==> src/rtl/spi_slave_rx_if.sv <==
// SPIbus: single-master serial bus with a 2-bit slave-select code.
// The master drives every wire; slaves only observe.
interface SPIbus;
  logic       mosi;
  logic       sck;
  logic [1:0] ss;

  modport Master (output mosi, output sck, output ss);
  modport Slave  (input  mosi, input  sck, input  ss);
endinterface

==> src/rtl/spi_slave_rx.sv <==
// Receive-only SPI slave, oversampled in the Clk_i domain, LSB first.
// A finished byte is held in a valid/ack register with sticky overrun and timeout-abort reporting.
module spi_slave_rx #(
  parameter logic [1:0] SLAVE_ID = 2'd0,
  parameter logic [7:0] TIMEOUT  = 8'd64
) (
  input  logic       Clk_i,
  input  logic       Rst_ni,
  SPIbus.Slave       Spis,
  output logic [7:0] Data_o,
  output logic       Valid_o,
  input  logic       Ack_i,
  output logic       Overrun_o,
  output logic       Busy_o,
  output logic       Timeout_o
);

  typedef enum logic {IDLE, RECV} state_e;

  state_e     state_q, state_d;
  logic       sck_s1_q, sck_s2_q, sck_d_q;
  logic       mosi_s1_q, mosi_s2_q;
  logic [1:0] ss_s1_q, ss_s2_q;
  logic [7:0] shift_q, shift_d;
  logic [2:0] bitcnt_q, bitcnt_d;
  logic [7:0] tcnt_q, tcnt_d;
  logic [7:0] data_q, data_d;
  logic       valid_q, valid_d;
  logic       overrun_q, overrun_d;
  logic       timeout_q, timeout_d;

  logic       rise, sel, done;
  logic [7:0] byte_w;

  assign rise = sck_s2_q & ~sck_d_q;
  assign sel  = (ss_s2_q == SLAVE_ID);

  // Bit 7 arrives on the completion edge, so the finished byte merges it in directly.
  always_comb begin
    byte_w    = shift_q;
    byte_w[7] = mosi_s2_q;
  end

  always_ff @(posedge Clk_i) begin
    if (!Rst_ni) begin
      sck_s1_q  <= 1'b0;
      sck_s2_q  <= 1'b0;
      sck_d_q   <= 1'b0;
      mosi_s1_q <= 1'b0;
      mosi_s2_q <= 1'b0;
      ss_s1_q   <= 2'd0;
      ss_s2_q   <= 2'd0;
      state_q   <= IDLE;
      shift_q   <= 8'h00;
      bitcnt_q  <= 3'd0;
      tcnt_q    <= 8'h00;
      data_q    <= 8'h00;
      valid_q   <= 1'b0;
      overrun_q <= 1'b0;
      timeout_q <= 1'b0;
    end else begin
      sck_s1_q  <= Spis.sck;
      sck_s2_q  <= sck_s1_q;
      sck_d_q   <= sck_s2_q;
      mosi_s1_q <= Spis.mosi;
      mosi_s2_q <= mosi_s1_q;
      ss_s1_q   <= Spis.ss;
      ss_s2_q   <= ss_s1_q;
      state_q   <= state_d;
      shift_q   <= shift_d;
      bitcnt_q  <= bitcnt_d;
      tcnt_q    <= tcnt_d;
      data_q    <= data_d;
      valid_q   <= valid_d;
      overrun_q <= overrun_d;
      timeout_q <= timeout_d;
    end
  end

  always_comb begin
    state_d   = state_q;
    shift_d   = shift_q;
    bitcnt_d  = bitcnt_q;
    tcnt_d    = tcnt_q;
    timeout_d = 1'b0;
    done      = 1'b0;
    case (state_q)
      IDLE: begin
        if (rise && sel) begin
          shift_d  = {7'd0, mosi_s2_q};
          bitcnt_d = 3'd1;
          tcnt_d   = 8'h00;
          state_d  = RECV;
        end
      end
      RECV: begin
        if (!sel) begin
          state_d   = IDLE;
          timeout_d = 1'b1;
          bitcnt_d  = 3'd0;
          shift_d   = 8'h00;
        end else if (rise) begin
          shift_d[bitcnt_q] = mosi_s2_q;
          bitcnt_d          = bitcnt_q + 3'd1;
          tcnt_d            = 8'h00;
          if (bitcnt_q == 3'd7) begin
            done    = 1'b1;
            state_d = IDLE;
          end
        end else if (tcnt_q >= TIMEOUT - 8'd1) begin
          state_d   = IDLE;
          timeout_d = 1'b1;
          bitcnt_d  = 3'd0;
          shift_d   = 8'h00;
        end else if (tcnt_q != 8'hFF) begin
          tcnt_d = tcnt_q + 8'd1;
        end
      end
      default: state_d = IDLE;
    endcase
  end

  // An ack landing on the completion cycle frees the slot for the new byte.
  always_comb begin
    data_d    = data_q;
    valid_d   = valid_q;
    overrun_d = overrun_q;
    if (done) begin
      if (!valid_q || Ack_i) begin
        data_d  = byte_w;
        valid_d = 1'b1;
      end else begin
        overrun_d = 1'b1;
      end
    end else if (Ack_i && valid_q) begin
      valid_d   = 1'b0;
      overrun_d = 1'b0;
    end
  end

  assign Data_o    = data_q;
  assign Valid_o   = valid_q;
  assign Overrun_o = overrun_q;
  assign Busy_o    = (state_q == RECV);
  assign Timeout_o = timeout_q;

endmodule

==> src/flat_wrapper.sv <==
// flat-port wrapper written by rule: the top's interface ports become plain ports
module spi_slave_rx_flat 
#(
  parameter logic [1:0] SLAVE_ID = 2'd0,
  parameter logic [7:0] TIMEOUT  = 8'd64
)
  (Clk_i, Rst_ni, Data_o, Valid_o, Ack_i, Overrun_o, Busy_o, Timeout_o, Spis_mosi, Spis_sck, Spis_ss);
  SPIbus Spis_i ();
  input  logic Clk_i;
  input  logic Rst_ni;
  output logic [7:0] Data_o;
  output logic Valid_o;
  input  logic Ack_i;
  output logic Overrun_o;
  output logic Busy_o;
  output logic Timeout_o;
  input wire logic [$bits(Spis_i.mosi)-1:0] Spis_mosi;
  input wire logic [$bits(Spis_i.sck)-1:0] Spis_sck;
  input wire logic [$bits(Spis_i.ss)-1:0] Spis_ss;
  assign Spis_i.mosi = Spis_mosi;
  assign Spis_i.sck = Spis_sck;
  assign Spis_i.ss = Spis_ss;
  spi_slave_rx #(.SLAVE_ID(SLAVE_ID), .TIMEOUT(TIMEOUT)) u_core (.Clk_i(Clk_i), .Rst_ni(Rst_ni), .Spis(Spis_i), .Data_o(Data_o), .Valid_o(Valid_o), .Ack_i(Ack_i), .Overrun_o(Overrun_o), .Busy_o(Busy_o), .Timeout_o(Timeout_o));
endmodule
==> config.mk <==
export PLATFORM = sky130hd
export DESIGN_NAME = spi_slave_rx_flat
export DESIGN_NICKNAME = d
export VERILOG_FILES = /design/src/rtl/spi_slave_rx_if.sv /design/src/rtl/spi_slave_rx.sv /design/src/flat_wrapper.sv
export SDC_FILE = /design/constraint.sdc
export NUM_CORES = 1
export LEC_CHECK = 0
export ABC_AREA = 0
export CAP_MARGIN = 20
export CORE_UTILIZATION = 49
export CTS_CLUSTER_SIZE = 24
export DETAILED_ROUTE_END_ITERATION = 10
export PLACE_DENSITY = 0.81
export SYNTH_ARGS = -nofsm -noshare
export SYNTH_HDL_FRONTEND = slang
export SYNTH_SLANG_ARGS = --single-unit
export TNS_END_PERCENT = 30
==> constraint.sdc <==
create_clock -name Clk_i -period 1.7 [get_ports Clk_i]
set_input_delay 0.34 -clock Clk_i [delete_from_list [all_inputs] [get_ports Clk_i]]
set_output_delay 0.34 -clock Clk_i [all_outputs]
set_load 0.01 [all_outputs]
==> results.cfg, run 1 <==
[drt]
wl_um = 3421
drt-pass1-iter-count = 5
wl_per_cell_um = 13.96
viasPerCell = 5.596
drtAntennaViolNets = 0
drt_iter0_markers = 50
drc = 0
num_vias = 1371

[pwr]
powerDensity_nw_per_um2 = 759.4
p_leak_uw = 0.0007479
ir_drop_v = 0.0006133

[sta]
worst_pin_slew_ns = 0.4514
slew_violations = 0
fin_crit_ns = 1.738
finalWorstSetupSlack_ns = -0.03808
timing.hold.ws_ns = 0.4428
finClkSkew_ns = 0.01085
fmax_mhz = 575.3
finalSetupViolCount = 5
rsz0062_at_grt = yes
report.final.hold_viol_count = 0
slew_headroom_pct = 69.49
finalCritPeriodShare_pct = 102.2

[floorplan]
io-pin-count = 19
row_count = 20
die_y_um = 59.75
die-area_um2 = 3569
start_util_pct = 52.66
fp.coreArea_um2 = 3103
fp.dieW_um = 59.75

[grt]
grt_antenna_before_repair = 0
grt_pass1_vias = 1377
use_met1_pct = 24.09
grt_overflow = 0
grt_use_met3_pct = 4.545
grt_max_degree = 18
busiest_layer = met2
use_met2_pct = 38.41
grt_use_total_pct = 21.60
grt_first_pass_wirelength_um = 5644

[placed_design]
hpwl_um = 2504
post_dp_cell_area_um2 = 1964
place_congestion = 0.8738
numPortBuffers = 18

[synth]
synth_commonest_cells = dfxtp_1 (39), and2_1 (11), nand3_1 (10), nor2b_1 (10)
avgSynthCellArea_um2 = 9.785
synthTopCellsByArea = dfxtp_1 (48%), mux2i_1 (4.9%), and2_1 (4.2%), nor2b_1 (3.8%), nand3_1 (3.1%)
synth-edff-count = 0
syn_inst = 167
synth_most_common_cell = dfxtp_1
synth-seq-cells = 39
synth_top_area_share_pct = 47.78
syn-cell-area_um2 = 1634
yosys.cell_types.count = 42
yosys_warnings = 0
synthArstFlopShare_pct = 0
synth.largest_area_cell = dfxtp_1
synthesis.nets = 177
ys.flop_type = dfxtp_1
yosysSeqAreaShare_pct = 47.78

[run_status]
violations = negative setup slack
status = complete, but fails checks

[clock_network]
cts_tree = built
clock-sinks = 39
hold_buffers = 0
cts_root_buf = clkbuf_4
cts-htree-levels = 2
clock_latency_ns = 0.34
cts_buffer_depth = 2
path_clk_slew_ns = 0.11
numCtsBuffers = 5

[run]
maxCapViolCount = 0

[finish]
layout.nets = 210
final_layout_size_suffix_gt1_share_pct = 17.91
n_antenna_cell = 0
area_delta_synth_final_pct = 26.88
design_area_um2 = 2073
utilization_pct = 66.81

[setup_path]
startpoint_type = register
crit_path_end_kind = register
cp.required_ns = 1.98
path_class = register to register
critPathMaxFanout = 5
cp.arrival_ns = 2.02
cp_num_buf_inv = 0
path_delay_family = simple AND/OR/NAND/NOR gates
cp_slowest_stage_delay_ns = 0.58
crit_slowest_cell = or4_4
cp_cell_sequence = or4_4 -> or3_4 -> a311o_1 -> o21ai_1

[hold_path]
worstHoldPathType = register to register
[stage by stage]
stage / std cells / TNS, ns / worst slack, ns / total power [uW]
after floorplan: 167 / 0 / 0.01249 / 1011
after global placement: 237 / -0.01174 / -0.01174 / 1052
after detailed placement: 237 / -0.2836 / -0.05498 / 1057
after CTS: 245 / -0.01528 / -0.01528 / 1580
after global routing: 245 / -0.3669 / -0.09011 / 1637
final: 245 / -0.1258 / -0.03808 / 1574
[cell families (layout without fill, tap and decap cells)]
group	Yosys count	after routing	synth area share [%]
buffers and inverters	15	49	3.445
AO/OA/AOI/OAI	37	37	17.69
multiplexers	8	8	4.901
AND/OR/NAND/NOR	65	65	23.89
flip-flops	39	39	47.78
adder cells (fa/ha/maj)	3	3	2.297
[registers in the layout, indices dropped and copies added, names as in the netlist]
register / flops
u_core.Busy_o: 1
u_core.Data_o: 8
u_core.Overrun_o: 1
u_core.Timeout_o: 1
u_core.Valid_o: 1
u_core.bitcnt_q: 3
u_core.mosi_s1_q: 1
u_core.mosi_s2_q: 1
u_core.sck_d_q: 1
u_core.sck_s1_q: 1
u_core.sck_s2_q: 1
u_core.shift_q: 7
u_core.ss_s1_q: 2
u_core.ss_s2_q: 2
u_core.tcnt_q: 8
[final cells by class]
class / count / area [um^2]
clock buffers: 8 / 68.82
repair buffers: 32 / 301.5
fillers: 266 / 1030
well taps: 44 / 55.05
inverters: 9 / 33.78
multi-input cells: 113 / 827.0
flip-flops and latches: 39 / 787.0
[worst register-to-register path, stage by stage, from the launching register on]
cell and delay (ns):
dfxtp_2 0.33, or4_4 0.58, or3_4 0.42, a311o_1 0.28, o21ai_1 0.07
[power breakdown]
| group | switching (uW) | total (uW) | internal, uW |
|---|---|---|---|
| logic | 52.5 | 107 | 54.4 |
| clock network | 288 | 532 | 244 |
| registers | 9.98 | 936 | 926 |
| total | 351 | 1570 | 1220 |
[layer usage]
metal | share of wire [%] | vias up
met1 | 45 | 643
li1 | - | 678
met4 | 1.6 | 0
met3 | 4.8 | 9
met5 | 0 | -
met2 | 49 | 41
[placed cells by master, fill, tap and decap left out, types with 2 or more instances in the layout]
master / Yosys / routed
clkdlybuf4s50_1: 0 / 18
ha_1: 3 / 3
nor3b_1: 3 / 3
clkbuf_4: 0 / 5
nand4_1: 2 / 2
o21ai_1: 2 / 3
o22ai_1: 3 / 3
nand3_1: 10 / 10
o221ai_1: 4 / 4
o21a_1: 2 / 2
nand2_1: 9 / 8
nor2_1: 6 / 5
a21oi_1: 2 / 2
and2_1: 11 / 11
a22o_1: 2 / 2
inv_1: 9 / 9
nor2b_1: 10 / 10
mux2i_1: 8 / 8
clkbuf_8: 0 / 2
a21o_1: 2 / 2
dfxtp_1: 39 / 36
a31oi_1: 2 / 2
a311oi_4: 1 / 2
and3_1: 3 / 2
o21ai_0: 8 / 6
dfxtp_2: 0 / 2
buf_4: 0 / 12
or3_1: 2 / 2
[final timing paths]
| kind | from | to | slack [ns] | cells past startpoint |
|---|---|---|---|---|
| setup / recovery | u_core.tcnt_q[6] | u_core.tcnt_q[0] | -0.04 | 4 |
| hold / removal | u_core.mosi_s1_q | u_core.mosi_s2_q | 0.44 | 1 |
| setup reg to reg | u_core.tcnt_q[6] | u_core.tcnt_q[0] | -0.04 | 4 |
| hold reg to reg | u_core.mosi_s1_q | u_core.mosi_s2_q | 0.44 | 1 |
[what timing repair did]
item,in CTS,in global routing
endpoints found under the setup margin,13,18
gates resized for setup,2,12
setup buffers,0,0
pin swaps,3,8
(Power assumes the default switching activity.)
==> run 2: changes to the inputs <==
--- a/config.mk
+++ b/config.mk
@@ -7,6 +7,7 @@
 export LEC_CHECK = 0
 export ABC_AREA = 0
 export CAP_MARGIN = 20
+export CORE_MARGIN = 8
 export CORE_UTILIZATION = 49
 export CTS_CLUSTER_SIZE = 24
 export DETAILED_ROUTE_END_ITERATION = 10
==> results.cfg, run 2 (synthesis gave the netlist of run 1 again) <==
[run_status]
status = complete, but fails checks
violations = negative setup slack

[sta]
finalWorstSetupSlack_ns = -0.02923
rsz0062_at_grt = yes
fmax_mhz = 578.3
slew_headroom_pct = 76.18
finClkSkew_ns = 0.01217
fin_crit_ns = 1.729
report.final.hold_viol_count = 0
finalSetupViolCount = 1
timing.hold.ws_ns = 0.4419
slew_violations = 0
worst_pin_slew_ns = 0.3543
finalCritPeriodShare_pct = 101.7

[drt]
drt_iter0_markers = 103
wl_um = 3559
viasPerCell = 5.512
drc = 0
drt-pass1-iter-count = 4
drtAntennaViolNets = 0
wl_per_cell_um = 14.47
num_vias = 1356

[clock_network]
cts_buffer_depth = 2
clock-sinks = 39
post_cts_buffers = 0
numCtsBuffers = 5
cts_root_buf = clkbuf_4
cts-htree-levels = 2
path_clk_slew_ns = 0.12
hold_buffers = 0
cts_tree = built
clock_latency_ns = 0.35

[run]
maxCapViolCount = 0

[setup_path]
cp.arrival_ns = 2.02
startpoint_type = register
crit_path_end_kind = register
cp.required_ns = 1.99
critPathMaxFanout = 5
path_class = register to register

[floorplan]
row_count = 21
die-area_um2 = 5438
fp.dieW_um = 73.75
die_y_um = 73.75
start_util_pct = 50.15
io-pin-count = 19
fp.coreArea_um2 = 3258

[placed_design]
place_congestion = 0.9079
numPortBuffers = 18
hpwl_um = 2549
post_dp_cell_area_um2 = 1959
placed_cells = 238

[pwr]
total_power_uw = 1813
p_sw_share_pct = 20.68
p_switching_uw = 374.9
p_leak_uw = 0.0007935
seqPwrFrac_pct = 51.6
p_clk_share_pct = 42.4
powerDensity_nw_per_um2 = 855.3
ir_drop_v = 0.0006424
combPwrFrac_pct = 6.0
power.internal_uw = 1438

[grt]
grt_overflow = 0
grt_antenna_before_repair = 0
grt_max_degree = 18
grt_pass1_vias = 1283
grt_first_pass_wirelength_um = 5940
grt_use_total_pct = 14.26

[hold_path]
worstHoldPathType = register to register

[finish]
multiInputGateArea_um2 = 837.1
n_antenna_cell = 0
mostFrequentLayoutCell = dfxtp_1
utilization_pct = 65.05
mostFrequentLayoutCells = dfxtp_1 (36), clkdlybuf4s50_1 (16), and2_1 (11), buf_4 (11)
final_layout_size_suffix_gt1_share_pct = 19.50
design_area_um2 = 2120
fillers = 269
final_cells = 246
seqCellArea_um2 = 787.0
area_delta_synth_final_pct = 29.71
layout.nets = 209
-- run 2: final cells by class --
class	count	share of cell area, %
inverter	9	1.594
clock inverter	3	3.188
timing repair buffer	31	14.11
sequential	39	37.13
multi-input combinational	113	39.49
clock buffer	5	1.771
tap	46	2.715
-- run 2: what timing repair did --
| item | CTS | global route |
|---|---|---|
| gates resized for setup | 7 | 9 |
| pin swaps | 6 | 1 |
| setup endpoints to repair | 12 | 23 |
| hold endpoints to repair | 0 | 0 |
-- run 2: path summary, 6_finish.rpt --
kind / startpoint / end / slack, ns / cells after the start
max: u_core.tcnt_q[7] / u_core.tcnt_q[0] / -0.03 / 4
min reg2reg: u_core.mosi_s1_q / u_core.mosi_s2_q / 0.44 / 1
max reg2reg: u_core.tcnt_q[7] / u_core.tcnt_q[0] / -0.03 / 4
min: u_core.mosi_s1_q / u_core.mosi_s2_q / 0.44 / 1
-- run 2: worst max-delay path: stages (launching register included) --
cell and delay [ns]:
dfxtp_2 0.34, or4_4 0.58, or3_4 0.38, a311o_1 0.28, o21ai_1 0.08
-- run 2: power groups by stage --
stage	Clock, uW	Sequential (uW)	Combinational [uW]
6_report	769	935	109
5_1_grt	816	938	116
4_1_cts	782	934	106
3_5_place_dp	0	956	101
3_3_place_gp	0	955	97.9
2_1_floorplan	0	954	56.9
-- run 2: stage by stage --
stage               setup TNS, ns  setup slack, ns
floorplan                       0          0.01249
global placement         -0.01038         -0.01038
detailed placement        -0.3929         -0.07963
CTS                      -0.02597         -0.02597
global route              -0.3312         -0.07538
finish                   -0.02923         -0.02923
-- run 2: metal layers --
| metal | vias up | GRT usage, % | routed length (um) |
|---|---|---|---|
| met4 | 0 | 7.317 | 30 |
| met2 | 42 | 23.03 | 1726 |
| met3 | 5 | 4.366 | 246 |
| li1 | 679 | - | - |
| met5 | - | 0 | 0 |
| met1 | 630 | 16.47 | 1555 |
==> edit 1 (config.mk and constraints of run 1) <==
Register the output `Timeout_o` once more, cleared by the reset; this adds one clock of latency there. The other outputs are not delayed to match.
--- a/src/rtl/spi_slave_rx.sv
+++ b/src/rtl/spi_slave_rx.sv
@@ -142,7 +142,13 @@
   assign Valid_o   = valid_q;
   assign Overrun_o = overrun_q;
   assign Busy_o    = (state_q == RECV);
-  assign Timeout_o = timeout_q;
+  always_ff @(posedge Clk_i) begin
+    if (!Rst_ni) begin
+      Timeout_o <= '0;
+    end else begin
+      Timeout_o <= timeout_q;
+    end
+  end
 
 endmodule
 
Check against the original RTL: not equivalent (a bounded check fails within 10 cycles, from zero or initial values and one cycle with Rst_ni low).
==> edit 1 against run 1 <==
Worst hold slack lost 0.00065 ns; total power shrank 5.8%; synthesized cell count grew 1.2%; setup slack gained 0.12 ns; largest cell class unchanged; combinational power grew 9%; die area grew 2.4%; sequential power grew 2.5%; wire length grew 4.2%; synthesized area grew 2.5%; sequential cell count grew 1; design area grew 0.66%; critical path type is now register to primary output.
==> edit 1: results (changes against run 1) <==
stage;metric;value;unit;change
global_route;vias in the first global route;1342;;-2.5%
pwr;Pint;1.15;mW;-6.3%
setup_path;reg2reg end;u_core.Data_o[1]$_SDFFE_PN0P_;;
global_route;largest net degree at the start of global routing;17;;-1
finish;multi-input logic area;832;sq um;+0.61%
setup_path;slowest stage delay, CP;0.56;ns;-0.02 ns
placed_design;final HPWL from detailed placement;2780;um;+11%
finish;FILL cells;262;;-1.5%
setup_path;FF-to-FF setup slack;0.09;ns;+0.13 ns
route;drt pass-1 iters;4;;-1
timing;Setup Skew;0.0118;ns;+0.000927 ns
synthesis;flop and latch count out of synthesis;40;;+2.6%
setup_path;Worst setup startpoint;u_core.Valid_o$_SDFFE_PN0P_;;
finish;Cell Count, Final, Fillers Out;249;;+1.6%
global_route;met3 layer usage reported by global route;7.25;%;+2.7 points
finish;Layout non-clock buf frac;16.5;%;+2.0 points
synthesis;post-synthesis sequential area ratio;47.8;%;+0.053 points
pwr;switch share;22.7;%;+0.40 points
synthesis;Commonest cells post-synth;40 x dfxtp_1, 14 x nor2_1, 10 x and2_1, 10 x nand3_1;;
synthesis;Synth Net Count;179;;+1.1%
setup_path;CP Max Fanout;4;;-1
finish;Logic inverters;3;;-6
finish;Layout Nets;217;;+3.3%
setup_path;Critical Path AT;1.28;ns;-0.74 ns
synthesis;count of cell types in the netlist;47;;+12%
global_route;met2 Usage GRT;36.4;%;-2.0 points
setup_path;depth of the most critical reg-to-reg path;7;;+3
placed_design;Placed Cells;244;;+3.0%
finish;Reg area;806;sq um;+2.4%
route;routed wl met3;134;um;-18%
timing;slew margin rel.;76.4;%;+6.9 points
route;Total Wirelength;3560;um;+4.2%
placed_design;DP Area;0.00203;sq mm;+3.5%
route;Via density;5.59;;about the same
finish;clkbuf count;5;;-3
finish;Non-Filler Cell Area, Final;0.00209;sq mm;+0.66%
synthesis;Synth area leaders;dfxtp_1 48%, mux2i_1 5.4%, and2_1 3.7%, and3_1 3.4%, nor2_1 3.1%;;
run_status;status;finished clean;;
synthesis;Synth Area per Inst;9.91;sq um;+1.2%
finish;non-clock buffer total of the final layout;38;;+19%
global_route;first-pass GRT wire length;5740;um;+1.7%
pwr;P_leak;0.948;nW;+27%
route;Met2 Wirelength;1810;um;+8.4%
floorplan;DIE WIDTH;60.5;um;+1.2%
setup_path;CP delay by family, top;buffers and inverters;;
route;routed length on met1;1540;um;+0.26%
placed_design;Setup WS pre-CTS;-0.0231;ns;+0.0319 ns
setup_path;slowest CP cell;clkdlybuf4s50_1;;
finish;layout cells sized above 1;17.6;%;-0.35 points
clock_network;CTS root buffer;clkbuf_4;;
clock_network;clk slew on worst S/H paths;0.09;ns;-0.02 ns
finish;ClkCell Share;1.80;%;-1.5 points
pwr;Peak VDD IR;0.512;mV;-17%
placed_design;Final GP Congestion;0.803;;-8.1%
global_route;GR Util met1;24.8;%;+0.74 points
finish;Multi-Input Combinational;119;;+5.3%
edit 1: timing repair:
item,in CTS,in global routing
endpoints found under the hold margin,0,0
gates resized for setup,2,5
pin swaps,0,1
setup endpoints to repair,1,6
edit 1: how the worst max path moves through the flow:
stage / to / slack (ns) / cells after the start
4_1_cts: u_core.shift_q[2]$_SDFFE_PN0P_ / 0.03 / 4
3_5_place_dp: u_core.shift_q[2]$_SDFFE_PN0P_ / -0.02 / 5
6_report: Valid_o / 0.08 / 1
2_1_floorplan: u_core.Data_o[0]$_SDFFE_PN0P_ / 0.03 / 6
3_3_place_gp: u_core.shift_q[2]$_SDFFE_PN0P_ / 0.03 / 5
5_1_grt: u_core.Data_o[1]$_SDFFE_PN0P_ / 0.02 / 7
edit 1: logic make-up (layout without fill, tap and decap cells):
kind of cell	after synthesis	after routing	synth area share, %
compound gates	31	31	14.3
mux	9	9	5.38
flops	40	40	47.8
buf+inv	10	46	2.99
fa+ha+maj	3	3	2.24
simple gates	76	76	27.3
==> edit 2 (settings of run 1) <==
Without the edit above. `TIMEOUT` is set to 8'd64 in 2 places; all go to 8'd32.
--- a/src/rtl/spi_slave_rx.sv
+++ b/src/rtl/spi_slave_rx.sv
@@ -2,7 +2,7 @@
 // A finished byte is held in a valid/ack register with sticky overrun and timeout-abort reporting.
 module spi_slave_rx #(
   parameter logic [1:0] SLAVE_ID = 2'd0,
-  parameter logic [7:0] TIMEOUT  = 8'd64
+  parameter logic [7:0] TIMEOUT  = 8'd32
 ) (
   input  logic       Clk_i,
   input  logic       Rst_ni,
--- a/src/flat_wrapper.sv
+++ b/src/flat_wrapper.sv
@@ -2,7 +2,7 @@
 module spi_slave_rx_flat 
 #(
   parameter logic [1:0] SLAVE_ID = 2'd0,
-  parameter logic [7:0] TIMEOUT  = 8'd64
+  parameter logic [7:0] TIMEOUT  = 8'd32
 )
   (Clk_i, Rst_ni, Data_o, Valid_o, Ack_i, Overrun_o, Busy_o, Timeout_o, Spis_mosi, Spis_sck, Spis_ss);
   SPIbus Spis_i ();
Behaviour: same outputs for any inputs over 10 cycles, from zero or initial values and one cycle with Rst_ni low; that may be too few to reach the edited logic, so the function may still have changed.
==> edit 2 against run 1 <==
Sequential share of layout area rose by 1.8 points; design area fell by 5.3%; core utilization down 3.5 points; largest cell class unchanged; total power decreased by 4.4%; synthesized area fell by 0.54%; wire length shrank 0.15%; clock power shrank 11%; cell count up 2.4%; setup slack gained 0.089 ns; sequential cell count is the same.
==> edit 2: results (changes against run 1) <==
stage;metric;value;unit;change
timing;slew margin rel.;71.0;%;+1.6 points
min_path;hold-critical path endpoint;u_core.ss_s2_q[1]$_SDFF_PN0_;;
run_status;status;finished clean;;
synthesis;Post-Synth Adder-Cell Area;2.31;%;+0.012 points
route;Met2 Wirelength;1650;um;-1.2%
route;routed wl met3;175;um;+6.7%
timing;Setup Skew;0.00783;ns;-0.00302 ns
finish;Multi-Input Combinational;132;;+17%
finish;ClkCell Share;2.87;%;-0.45 points
route;routed vias;1445;;+5.4%
pwr;P_leak;0.722;nW;-3.5%
synthesis;Synth Net Count;191;;+7.9%
global_route;vias in the first global route;1326;;-3.7%
setup_path;Critical Path AT;1.31;ns;-0.71 ns
synthesis;multiplexer area fraction after synthesis;1.85;%;-3.1 points
finish;FILL cells;291;;+9.4%
finish;clkbuf count;6;;-2
route;drt wl/cell;13.6;um;-2.5%
setup_path;worst r2r src;u_core.tcnt_q[0]$_SDFFE_PN0P_;;
finish;layout cells sized above 1;12.6;%;-5.4 points
pwr;Peak VDD IR;0.555;mV;-9.5%
finish;Logic inverters;1;;-8
synthesis;Synth area leaders;dfxtp_1 48%, nand2_1 4.6%, nand3_1 4.3%, and2_1 4.2%, o21ai_0 3.4%;;
synthesis;post-synthesis sequential area ratio;48.0;%;+0.26 points
setup_path;reg2reg end;u_core.shift_q[3]$_SDFFE_PN0P_;;
finish;non-clock buffer total of the final layout;28;;-13%
synthesis;Commonest cells post-synth;39 x dfxtp_1, 20 x nand2_1, 14 x nand3_1, 11 x and2_1, 11 x o21ai_0;;
setup_path;slowest CP cell;clkdlybuf4s50_1;;
finish;Layout non-clock buf frac;13.0;%;-1.6 points
route;drt pass-1 iters;4;;-1
setup_path;depth of the most critical reg-to-reg path;5;;+1
setup_path;Worst setup startpoint;u_core.Busy_o$_SDFF_PN0_;;
finish;Seq cells;39;;unchanged
route;DRT iter0 DRCs;65;;+30%
setup_path;CP delay by family, top;buffers and inverters;;
route;routed length on met1;1520;um;-0.59%
global_route;largest net degree at the start of global routing;35;;+17
finish;fraction of area in multi-input gates;41.3;%;+1.4 points
synthesis;count of cell types in the netlist;38;;-9.5%
timing;hold_ws;0.449;ns;+0.00623 ns
placed_design;final HPWL from detailed placement;2430;um;-3.0%
min_path;worst hold start;u_core.ss_s1_q[1]$_SDFF_PN0_;;
finish;Layout Nets;217;;+3.3%
setup_path;FF-to-FF setup slack;0.11;ns;+0.15 ns
global_route;met2 Usage GRT;36.1;%;-2.3 points
global_route;GR Util met1;25.2;%;+1.1 points
setup_path;Critical Path Sink;Busy_o;;
placed_design;Final GP Congestion;0.853;;-2.3%
clock_network;Gates resized, CTS repair;2;;unchanged
global_route;All-Layer GR Usage;21.6;%;-0.038 points
edit 2: cell types whose count changed after synthesis, moves of 4 or more:
cell      delta
inv_1        -8
mux2i_1      -5
nand2_1     +11
nand3_1      +4
nand4_1      +5
nor2_1       +4
nor2b_1      -7
o221ai_1     -4
edit 2: per-stage QoR:
step,total power [mW],utilization [%],setup WS [ns],cells,cell area (sq um)
after floorplan,1.01,-,0.212,181,1630
after detailed placement,1.05,61.0,0.0319,244,1890
after global placement,1.04,61.0,0.0969,244,1890
final,1.50,63.3,0.0509,251,1960
after global routing,1.57,63.3,0.00930,251,1960
after CTS,1.52,63.0,0.00442,251,1960
edit 2: power by group:
part           internal, mW  leakage, nW  switching (mW)
logic                0.0442        0.371          0.0511
clock network         0.192       0.0341           0.282
registers             0.926        0.317         0.00933
edit 2: worst register-to-register path: stages, from the launching register on:
cell and delay (ns):
dfxtp_1 0.40, ha_1 0.25, nand4_1 0.17, a31o_2 0.33
nand2_1 0.19, o22ai_1 0.13
